<file path="config.mk">
export PLATFORM = sky130hd
export DESIGN_NAME = rom_port_arbiter
export DESIGN_NICKNAME = d
export VERILOG_FILES = /design/src/rtl/rom_arb_pkg.sv /design/src/rtl/rom_arb_prio.sv /design/src/rtl/rom_port_arbiter.sv
export SDC_FILE = /design/constraint.sdc
export NUM_CORES = 1
export LEC_CHECK = 0
export ABC_AREA = 1
export CAP_MARGIN = 10
export CORE_MARGIN = 2
export CORE_UTILIZATION = 35
export DETAILED_ROUTE_END_ITERATION = 16
export GPL_TIMING_DRIVEN = 0
export PLACE_DENSITY = 0.78
export SLEW_MARGIN = 20
export SYNTH_ARGS = -nofsm -noshare
export SYNTH_HDL_FRONTEND = slang
export SYNTH_SLANG_ARGS = --single-unit
</file>
<file path="constraint.sdc">
create_clock -name clk -period 4.1 [get_ports clk]
set_input_delay 0.82 -clock clk [delete_from_list [all_inputs] [get_ports clk]]
set_output_delay 0.82 -clock clk [all_outputs]
set_load 0.005 [all_outputs]
</file>
<file path="src/rtl/rom_arb_pkg.sv">
`default_nettype none
// ============================================================================
// Module   : rom_arb_pkg
// Purpose  : Shared types and defaults for the two-port ROM arbiter.
//            Holds the response-owner encoding, the default ROM depth and
//            the default starvation limit, plus a helper that maps the
//            per-cycle grants to the owner of the next-cycle response.
// Macros   : none (ROM_ARB_ALIGN_CHK_EN is consumed by rom_port_arbiter)
// Revision : 1.0 - initial release
// ============================================================================
package rom_arb_pkg;

  // Which port the registered ROM response belongs to.
  typedef enum logic [1:0] {
    OWN_NONE = 2'd0,
    OWN_IF   = 2'd1,
    OWN_LD   = 2'd2
  } owner_e;

  localparam int ROM_SIZE_DEF     = 160;
  localparam int STARVE_LIMIT_DEF = 4;
  localparam int ADDR_W           = 31;
  localparam int DATA_W           = 32;

  // Grants are mutually exclusive; fetch is tested first only for clarity.
  function automatic owner_e owner_of(input logic if_gnt, input logic ld_gnt);
    if (if_gnt) begin
      return OWN_IF;
    end else if (ld_gnt) begin
      return OWN_LD;
    end
    return OWN_NONE;
  endfunction

endpackage : rom_arb_pkg
`default_nettype wire

</file>
<file path="src/rtl/rom_arb_prio.sv">
`default_nettype none
// ============================================================================
// Module   : rom_arb_prio
// Purpose  : Grant logic for the ROM arbiter. Load has fixed priority over
//            fetch, except once fetch has lost STARVE_LIMIT consecutive
//            cycles, at which point fetch wins.
// Ports    : clk       - clock, rising edge
//            rst_n     - asynchronous active-low reset (grants forced low)
//            if_req_i  - fetch request
//            ld_req_i  - load request
//            if_gnt_o  - fetch grant (combinational)
//            ld_gnt_o  - load grant (combinational)
// Macros   : none
// Revision : 1.0 - initial release
// ============================================================================
module rom_arb_prio
  import rom_arb_pkg::*;
#(
  parameter int STARVE_LIMIT = STARVE_LIMIT_DEF
) (
  input  logic clk,
  input  logic rst_n,
  input  logic if_req_i,
  input  logic ld_req_i,
  output logic if_gnt_o,
  output logic ld_gnt_o
);

  localparam int CNT_W = (STARVE_LIMIT < 1) ? 1 : $clog2(STARVE_LIMIT + 1);
  localparam logic [CNT_W-1:0] C_LIMIT = CNT_W'(STARVE_LIMIT);
  localparam logic [CNT_W-1:0] C_ONE   = CNT_W'(1);

  logic [CNT_W-1:0] starve_q;
  logic [CNT_W-1:0] starve_d;
  logic             w_fetch_wins;

  always_comb begin
    w_fetch_wins = (starve_q == C_LIMIT);
    // Grants are gated by rst_n so nothing is issued while reset is held.
    if_gnt_o = rst_n & if_req_i & (w_fetch_wins | ~ld_req_i);
    ld_gnt_o = rst_n & ld_req_i & ~if_gnt_o;

    starve_d = starve_q;
    if (!if_req_i || if_gnt_o) begin
      starve_d = '0;
    end else if (starve_q != C_LIMIT) begin
      starve_d = starve_q + C_ONE;
    end
  end

  always_ff @(posedge clk or negedge rst_n) begin
    if (!rst_n) begin
      starve_q <= '0;
    end else begin
      starve_q <= starve_d;
    end
  end

endmodule : rom_arb_prio
`default_nettype wire

</file>
<file path="src/rtl/rom_port_arbiter.sv">
`default_nettype none
// ============================================================================
// Module   : rom_port_arbiter
// Purpose  : Shares one combinational ROM between an instruction-fetch port
//            and a data-load port. One grant per cycle, response one cycle
//            later on the granted port. Fetch responses can be squashed by
//            if_flush_i in the response cycle.
// Ports    : clk, rst_n                  - clock / async active-low reset
//            if_req_i, if_addr_i         - fetch request and byte address
//            if_flush_i                  - squash fetch response this cycle
//            if_gnt_o                    - fetch granted (combinational)
//            if_rvalid_o/if_rdata_o/if_err_o - fetch response
//            ld_req_i, ld_addr_i         - load request and byte address
//            ld_gnt_o                    - load granted (combinational)
//            ld_rvalid_o/ld_rdata_o/ld_err_o - load response
//            rom_addr_o                  - address to the ROM
//            rom_data_i, rom_overflow_i  - same-cycle ROM data / range flag
// Macros   : ROM_ARB_ALIGN_CHK_EN - when defined, a granted address with
//            addr[1:0] != 0 returns err=1, rdata=0.
// Revision : 1.0 - initial release
// ============================================================================
module rom_port_arbiter
  import rom_arb_pkg::*;
#(
  parameter int ROM_SIZE     = ROM_SIZE_DEF,
  parameter int STARVE_LIMIT = STARVE_LIMIT_DEF
) (
  input  logic              clk,
  input  logic              rst_n,
  input  logic              if_req_i,
  input  logic [ADDR_W-1:0] if_addr_i,
  input  logic              if_flush_i,
  output logic              if_gnt_o,
  output logic              if_rvalid_o,
  output logic [DATA_W-1:0] if_rdata_o,
  output logic              if_err_o,
  input  logic              ld_req_i,
  input  logic [ADDR_W-1:0] ld_addr_i,
  output logic              ld_gnt_o,
  output logic              ld_rvalid_o,
  output logic [DATA_W-1:0] ld_rdata_o,
  output logic              ld_err_o,
  output logic [ADDR_W-1:0] rom_addr_o,
  input  logic [DATA_W-1:0] rom_data_i,
  input  logic              rom_overflow_i
);

  localparam logic [ADDR_W-3:0] C_LAST_IDX = (ADDR_W-2)'(ROM_SIZE - 1);

  owner_e            owner_q;
  logic              resp_err_q;
  logic [DATA_W-1:0] resp_data_q;
  logic [DATA_W-1:0] if_hold_q;
  logic [DATA_W-1:0] ld_hold_q;

  logic              w_range_err;
  logic              w_misalign;
  logic              w_err;

  rom_arb_prio #(
    .STARVE_LIMIT (STARVE_LIMIT)
  ) u_prio (
    .clk      (clk),
    .rst_n    (rst_n),
    .if_req_i (if_req_i),
    .ld_req_i (ld_req_i),
    .if_gnt_o (if_gnt_o),
    .ld_gnt_o (ld_gnt_o)
  );

  // With no grant the ROM still sees the fetch address.
  assign rom_addr_o = ld_gnt_o ? ld_addr_i : if_addr_i;

  // Local range check backs up the ROM's own overflow flag.
  assign w_range_err = (rom_addr_o[ADDR_W-1:2] > C_LAST_IDX);

`ifdef ROM_ARB_ALIGN_CHK_EN
  assign w_misalign = (rom_addr_o[1:0] != 2'b00);
`else
  assign w_misalign = 1'b0;
`endif

  assign w_err = rom_overflow_i | w_range_err | w_misalign;

  // Owner FSM and shared response registers. The per-port hold registers
  // keep the last delivered word so rdata is stable while rvalid is low,
  // including a squashed fetch response.
  always_ff @(posedge clk or negedge rst_n) begin
    if (!rst_n) begin
      owner_q     <= OWN_NONE;
      resp_err_q  <= 1'b0;
      resp_data_q <= '0;
      if_hold_q   <= '0;
      ld_hold_q   <= '0;
    end else begin
      owner_q <= owner_of(if_gnt_o, ld_gnt_o);
      if (if_gnt_o || ld_gnt_o) begin
        resp_err_q  <= w_err;
        resp_data_q <= w_err ? '0 : rom_data_i;
      end
      if (if_rvalid_o) begin
        if_hold_q <= resp_data_q;
      end
      if (ld_rvalid_o) begin
        ld_hold_q <= resp_data_q;
      end
    end
  end

  always_comb begin
    if_rvalid_o = (owner_q == OWN_IF) & ~if_flush_i;
    if_err_o    = if_rvalid_o & resp_err_q;
    if_rdata_o  = if_rvalid_o ? resp_data_q : if_hold_q;

    ld_rvalid_o = (owner_q == OWN_LD);
    ld_err_o    = ld_rvalid_o & resp_err_q;
    ld_rdata_o  = ld_rvalid_o ? resp_data_q : ld_hold_q;
  end

endmodule : rom_port_arbiter
`default_nettype wire

</file>
==> results of run 1 <==
## area by class of cell
class	instances	area [um2]
inverters	79	296.5
fillers	1236	5948
plain buffers	32	176.4
multi-input cells	363	1753
clock buffers	13	270.3
flip-flops and latches	102	2552
clock inverters	3	47.55
repair buffers	201	2031
well taps	176	220.2
## worst min-delay path by stage
stage	depth (start not counted)	from	to	slack, ns
floorplan	2	resp_err_q	resp_err_q	0.45
global placement	2	resp_err_q	resp_err_q	0.46
detailed placement	2	resp_data_q[17]	resp_data_q[17]	0.47
CTS	1	rst_n	if_hold_q[14]	0.39
global route	1	rst_n	if_hold_q[14]	0.40
finish	1	rst_n	if_hold_q[14]	0.39
## placed cells by master, fill, tap and decap left out
cell and count:
nand3_1 7, nand2_8 1, o21ai_0 80, xnor2_1 1, inv_2 2, nor3_2 1, clkbuf_8 3, o21ai_2 14
o21ai_1 2, buf_2 2, nand2_1 201, a21oi_1 2, nor2_1 15, nand2_2 3, clkbuf_1 19, buf_16 1
buf_1 2, buf_4 4, nand3_2 1, ha_1 2, dfrtp_1 102, clkbuf_16 9, buf_6 6, clkdlybuf4s50_1 199
inv_1 77, inv_6 2, clkbuf_2 1, xor2_1 1, bufinv_16 1, o21a_1 1, a21oi_2 15, nand3b_1 15
nand2_4 1
## flip-flops by register name, summed over array words and instances, names as in the netlist
register	cells
ld_hold_q	32
if_hold_q	32
u_prio.starve_q	3
resp_data_q	32
resp_err_q	1
owner_q	2
## metrics by stage
stage / setup TNS (ns) / hold WS [ns] / worst slack (ns) / total power, mW / instance area (um2)
floorplan: 0 / 0.4490 / 1.503 / 1.364 / 4772
global placement: -354.32 / 0.4645 / -3.020 / 1.735 / 6994
detailed placement: -0.9724 / 0.4688 / -0.1131 / 1.747 / 7023
CTS: 0 / 0.3945 / 0.06329 / 2.639 / 7346
global route: -0.003626 / 0.3997 / -0.002224 / 2.741 / 7347
finish: 0 / 0.3887 / 0.1373 / 2.613 / 7347
## report_power, final
group	internal [mW]	total, mW	switching (mW)	leakage (nW)
clock	0.528	0.891	0.363	0.157
sequential	1.09	1.12	0.0254	1.37
combinational	0.327	0.603	0.275	1.88
## cell usage after synthesis (all sizes together)
cell,instances,share of area [%]
a21oi,17,3.0
buf,13,2.2
clkbuf,19,1.5
dfrtp,102,53
ha,2,0.52
inv,79,6.2
nand2,206,17
nand3,8,0.94
nand3b,15,2.4
nor2,15,1.2
nor3,1,0.10
o21a,1,0.16
o21ai,96,11
xnor2,1,0.18
xor2,1,0.18
## cells by family (layout without fill, tap and decap cells)
family                     Yosys count  after routing  share of synthesized area, %
and+or+nand+nor                    245            245                         21.45
AOI/OAI and AO/OA                  114            114                         14.29
buffers and inverters              111            328                         9.885
DFF                                102            102                         53.49
adders and majority gates            2              2                        0.5243
xor gates and xnor gates             2              2                        0.3671
## per-layer routing
metal  global-route usage, %  wire (um)  part of all wire (%)
met5                       0          0                     0
met4                   7.922        334                   2.3
met3                   3.585        813                   5.7
met2                   35.56       7378                    52
met1                   24.04       5755                    40
==> key figures, run 1 <==
Drt
  – Vias/cell: 4.551
  – Starting DRT DRC Count: 291
  – Via Count: 4,410
  – Drt total wl: 14,280 um
  – Antenna viol nets, final: 0
  – Routed wire length per instance: 14.74 um
  – DRC: 0
  – Pre-Repair DR Iteration Count: 4

Finish
  – Syn-to-layout area delta: 53.96%
  – Proportion of layout cells with a drive suffix above 1: 8.449%
  – Final Non-Filler Cells: 969
  – Layout Utilization: 55.26%
  – Layout Nets: 890
  – Ant diodes: 0

Timing
  – RSZ-0062 raised after global routing: true
  – Setup violators final: 0
  – Worst Skew: 0.009319 ns
  – F_max: 252.4 MHz
  – Pins Over Slew Limit: 0
  – Least-Margin Pin Slew: 0.8127 ns
  – Slew margin rel.: 45.82%
  – Final period util: 96.65%
  – Hold Vio Cnt, Final: 0
  – Period minus WS final: 3.963 ns

CTS
  – Skew-Pair Late Insertion Delay: 0.34 ns
  – # hold bufs at CTS: 0
  – Clock Sinks: 102
  – TritonCTS clock tree: yes
  – H-tree depth: 3
  – Root Buffer: clkbuf_16
  – Inserted Clock Buffers: 9
  – CTS max path bufs: 2
  – CTS clock-pin slew for the worst setup and hold paths: 0.07 ns
  – CTS-repair resized insts: 1
  – Post-CTS Repair Setup Buffers: 0

Place
  – I/O Buffers: 200
  – Routability Congestion: 0.8098
  – Detailed Place HPWL: 10,880 um
  – Placed cell count: 953

Critical path
  – Family with the most delay on the worst path: buffers and inverters
  – Worst R2R Setup Slack: 1.83 ns
  – Max stage delay on crit path: 0.57 ns
  – Reg2Reg Launch Point: u_prio.starve_q[1]
  – Worst-path fanout max: 10
  – Critical R2R Capture: resp_err_q
  – R2R cell count: 16
  – CP arrival: 3.14 ns
  – Req. time, crit path: 3.28 ns
  – WS Path Type: input port to primary output
  – CP startpoint: if_flush_i
  – Stages on the worst setup path: 7
  – Crit path to: if_rdata_o[21]
  – Buffers and inverters on the worst path: 5
  – Worst path slowest cell: clkdlybuf4s50_1
  – Startpoint Class: input port
  – CP Capture Type: primary output
  – Cell Chain, Critical Path: clkdlybuf4s50_1 -> nor3_2 -> inv_1 -> clkbuf_1 -> clkbuf_1 -> o21ai_0 -> clkdlybuf4s50_1

Status
  – Status: finished clean

Logic synthesis
  – Synth unique cells: 25
  – Warnings from Yosys: 0
  – #FFs+latches synth: 102
  – Synthesized area per cell: 8.285 um2
  – Syn Nets: 678
  – Mapped Cells: 576
  – Cell Area, Synth: 4772 um2
  – Sequential-to-total area share from yosys stat: 53.49%

Die
  – Row count: 42
  – Core footprint: 13,300 um2
  – # IOs: 201
  – Die W: 120.8 um
  – Die Area: 14,580 um2
  – Initial core utilization: 35.89%
  – Die Ht: 120.8 um

Global route
  – Antenna violations before repair: 0
  – Largest net degree at the start of global routing: 64
  – Vias in the first global route: 4,450
  – GR Util All Layers: 20.05%
  – Global-route wire length before repair: 22,640 um
  – GR Overflow Total: 0

Power
  – Leak: 3.403 nW
  – Power Dens Cells: 355.7 nW/um2
  – Peak supply drop: 0.0001813 V

Min path
  – Min-Delay Path Class: input port to async pin

Job
  – Number of max-cap violations: 0
(Power assumes the default switching activity.)
==> run 2, diff against run 1 <==
SKIP_CTS_REPAIR_TIMING = 1   (was not set)
SLEW_MARGIN = not set   (was 20)
==> run 2 against run 1 <==
Net effect: combinational power about the same; final cell count unchanged; worst hold slack better by 0.072 ns; register-to-register slack about the same; setup slack worse by 0.016 ns; first-iteration DRC count up 13%; clock skew down 0.0035 ns; final area about the same; routed wire length about the same; critical path depth unchanged; largest power group unchanged.
==> key figures, run 2 (synthesis gave the netlist of run 1 again) <==
Critical path
  – R2R cell count: 16 (unchanged)
  – Reg2Reg Launch Point: u_prio.starve_q[0] (was u_prio.starve_q[1])
  – Critical R2R Capture: resp_err_q (unchanged)
  – Worst path slowest cell: clkdlybuf4s50_1 (unchanged)
  – CP Capture Type: primary output (unchanged)
  – Startpoint Class: input port (unchanged)
  – Worst-path fanout max: 10 (unchanged)
  – WS Path Type: input port to primary output (unchanged)
  – Cell Chain, Critical Path: clkdlybuf4s50_1 -> nor3_2 -> inv_1 -> clkbuf_1 -> clkbuf_1 -> o21ai_0 -> clkdlybuf4s50_1 (unchanged)
  – Worst R2R Setup Slack: 1.83 ns (about the same)
  – Max stage delay on crit path: 0.57 ns (about the same)
  – Crit path to: if_rdata_o[5] (was if_rdata_o[21])
  – CP startpoint: if_flush_i (unchanged)
  – Req. time, crit path: 3.28 ns (about the same)
  – CP arrival: 3.16 ns (was 3.14 ns)

Die
  – Die W: 120.8 um (unchanged)
  – Core footprint: 13,300 um2 (unchanged)
  – Initial core utilization: 35.89% (unchanged)
  – Die Ht: 120.8 um (unchanged)
  – Die Area: 14,580 um2 (unchanged)
  – # IOs: 201 (unchanged)
  – Row count: 42 (unchanged)

Power
  – Peak supply drop: 0.0001826 V (was 0.0001813 V)
  – Power Dens Cells: 355.8 nW/um2 (was 355.7 nW/um2)
  – Leak: 3.401 nW (was 3.403 nW)

Finish
  – Commonest non-fill, non-tap cell in the layout: nand2_1 (unchanged)
  – Post-route cell area: 7343 um2 (was 7347 um2)
  – Ant diodes: 0 (unchanged)
  – # fillers: 1,232 (was 1,236)
  – Top flop regs: if_hold_q x32, ld_hold_q x32, resp_data_q x32 (unchanged)
  – Most frequent cells in the layout: 201 x nand2_1, 199 x clkdlybuf4s50_1, 102 x dfrtp_1 (unchanged)
  – Reg area: 2552 um2 (unchanged)
  – Proportion of layout cells with a drive suffix above 1: 8.449% (unchanged)
  – Layout Nets: 890 (unchanged)
  – Syn-to-layout area delta: 53.88% (was 53.96%)
  – Multi-input gate area: 1753 um2 (unchanged)

CTS
  – Inserted Clock Buffers: 9 (unchanged)
  – Root Buffer: clkbuf_16 (unchanged)
  – Clock Sinks: 102 (unchanged)
  – CTS clock-pin slew for the worst setup and hold paths: 0.07 ns (about the same)
  – TritonCTS clock tree: yes (unchanged)
  – Skew-Pair Late Insertion Delay: 0.34 ns (about the same)
  – CTS max path bufs: 2 (unchanged)
  – H-tree depth: 3 (unchanged)

Drt
  – Starting DRT DRC Count: 329 (was 291)
  – Vias/cell: 4.566 (was 4.551)
  – Routed wire length per instance: 14.75 um (was 14.74 um)
  – DRC: 0 (unchanged)
  – Via Count: 4,424 (was 4,410)
  – Drt total wl: 14,290 um (was 14,280 um)
  – Pre-Repair DR Iteration Count: 5 (was 4)
  – Antenna viol nets, final: 0 (unchanged)

Timing
  – Period minus WS final: 3.978 ns (was 3.963 ns)
  – Slew margin rel.: 49.14% (was 45.82%)
  – Hold Vio Cnt, Final: 0 (unchanged)
  – Pins Over Slew Limit: 0 (unchanged)
  – RSZ-0062 raised after global routing: true (unchanged)
  – Least-Margin Pin Slew: 0.7629 ns (was 0.8127 ns)
  – Worst Skew: 0.005778 ns (was 0.009319 ns)
  – F_max: 251.4 MHz (was 252.4 MHz)
  – Final period util: 97.04% (was 96.65%)
  – Setup violators final: 0 (unchanged)
  – Final setup margin: 0.1216 ns (was 0.1373 ns)

Status
  – Status: finished clean (unchanged)

Global route
  – Largest net degree at the start of global routing: 65 (was 64)
  – GR Util All Layers: 19.98% (was 20.05%)
  – GR Overflow Total: 0 (unchanged)
  – Vias in the first global route: 4,405 (was 4,450)
  – Global-route wire length before repair: 22,620 um (was 22,640 um)
  – Antenna violations before repair: 0 (unchanged)

Min path
  – Min-Delay Path Class: input port to async pin (unchanged)

Place
  – Routability Congestion: 0.8098 (unchanged)
  – Place WS: -0.09013 ns (was -0.1131 ns)
  – Area post-placement: 7019 um2 (was 7023 um2)
  – Detailed Place HPWL: 10,860 um (was 10,880 um)
  – I/O Buffers: 200 (unchanged)

Job
  – Number of max-cap violations: 0 (unchanged)
run 2: stage by stage:
| step | std cells | util (%) | hold slack [ns] | setup TNS (ns) | power (mW) |
|---|---|---|---|---|---|
| finish | 969 | 55.23 | 0.4605 | 0 | 2.612 |
| global route | 969 | 55.23 | 0.4837 | -0.03434 | 2.743 |
| CTS | 969 | 55.19 | 0.4706 | -0.9450 | 2.638 |
| detailed placement | 953 | 52.80 | 0.4688 | -0.5968 | 1.747 |
| global placement | 952 | 52.61 | 0.4645 | -354.32 | 1.735 |
| floorplan | 576 | - | 0.4490 | 0 | 1.364 |
run 2: cell type report:
type                            instances  share of cell area (%)
Multi-Input combinational cell        363                   23.87
Tap cell                              176                   2.999
Buffer                                 32                   2.402
Sequential cell                       102                   34.76
Inverter                               79                   4.038
Clock inverter                          3                  0.6475
Clock buffer                           13                   3.680
Timing Repair Buffer                  201                   27.60
run 2: per-layer routing:
| metal | vias to the layer above | track usage [%] | share of wire, % |
|---|---|---|---|
| met5 | - | 0 | 0 |
| met4 | 0 | 5.596 | 1.4 |
| met3 | 15 | 4.198 | 5.8 |
| met2 | 155 | 36.26 | 53 |
| met1 | 2046 | 23.80 | 40 |
| li1 | 2208 | - | - |
run 2: worst min path at each step:
stage / slack, ns / to / startpoint
after CTS: 0.47 / if_hold_q[14] / rst_n
after global routing: 0.48 / if_hold_q[14] / rst_n
after floorplan: 0.45 / resp_err_q / resp_err_q
final: 0.46 / if_hold_q[14] / rst_n
after global placement: 0.46 / resp_err_q / resp_err_q
after detailed placement: 0.47 / resp_data_q[17] / resp_data_q[17]
run 2: report_power, final:
| group | internal, mW | total, mW | switching [mW] |
|---|---|---|---|
| Clock | 0.528 | 0.891 | 0.363 |
| Sequential | 1.09 | 1.12 | 0.0254 |
| Combinational | 0.327 | 0.601 | 0.274 |
| Total | 1.95 | 2.61 | 0.663 |
run 2: worst max-delay path, delay by kind of cell:
kind | cells | cell delay, ns
buf+inv | 5 | 1.65
compound gates | 1 | 0.37
simple gates | 1 | 0.32
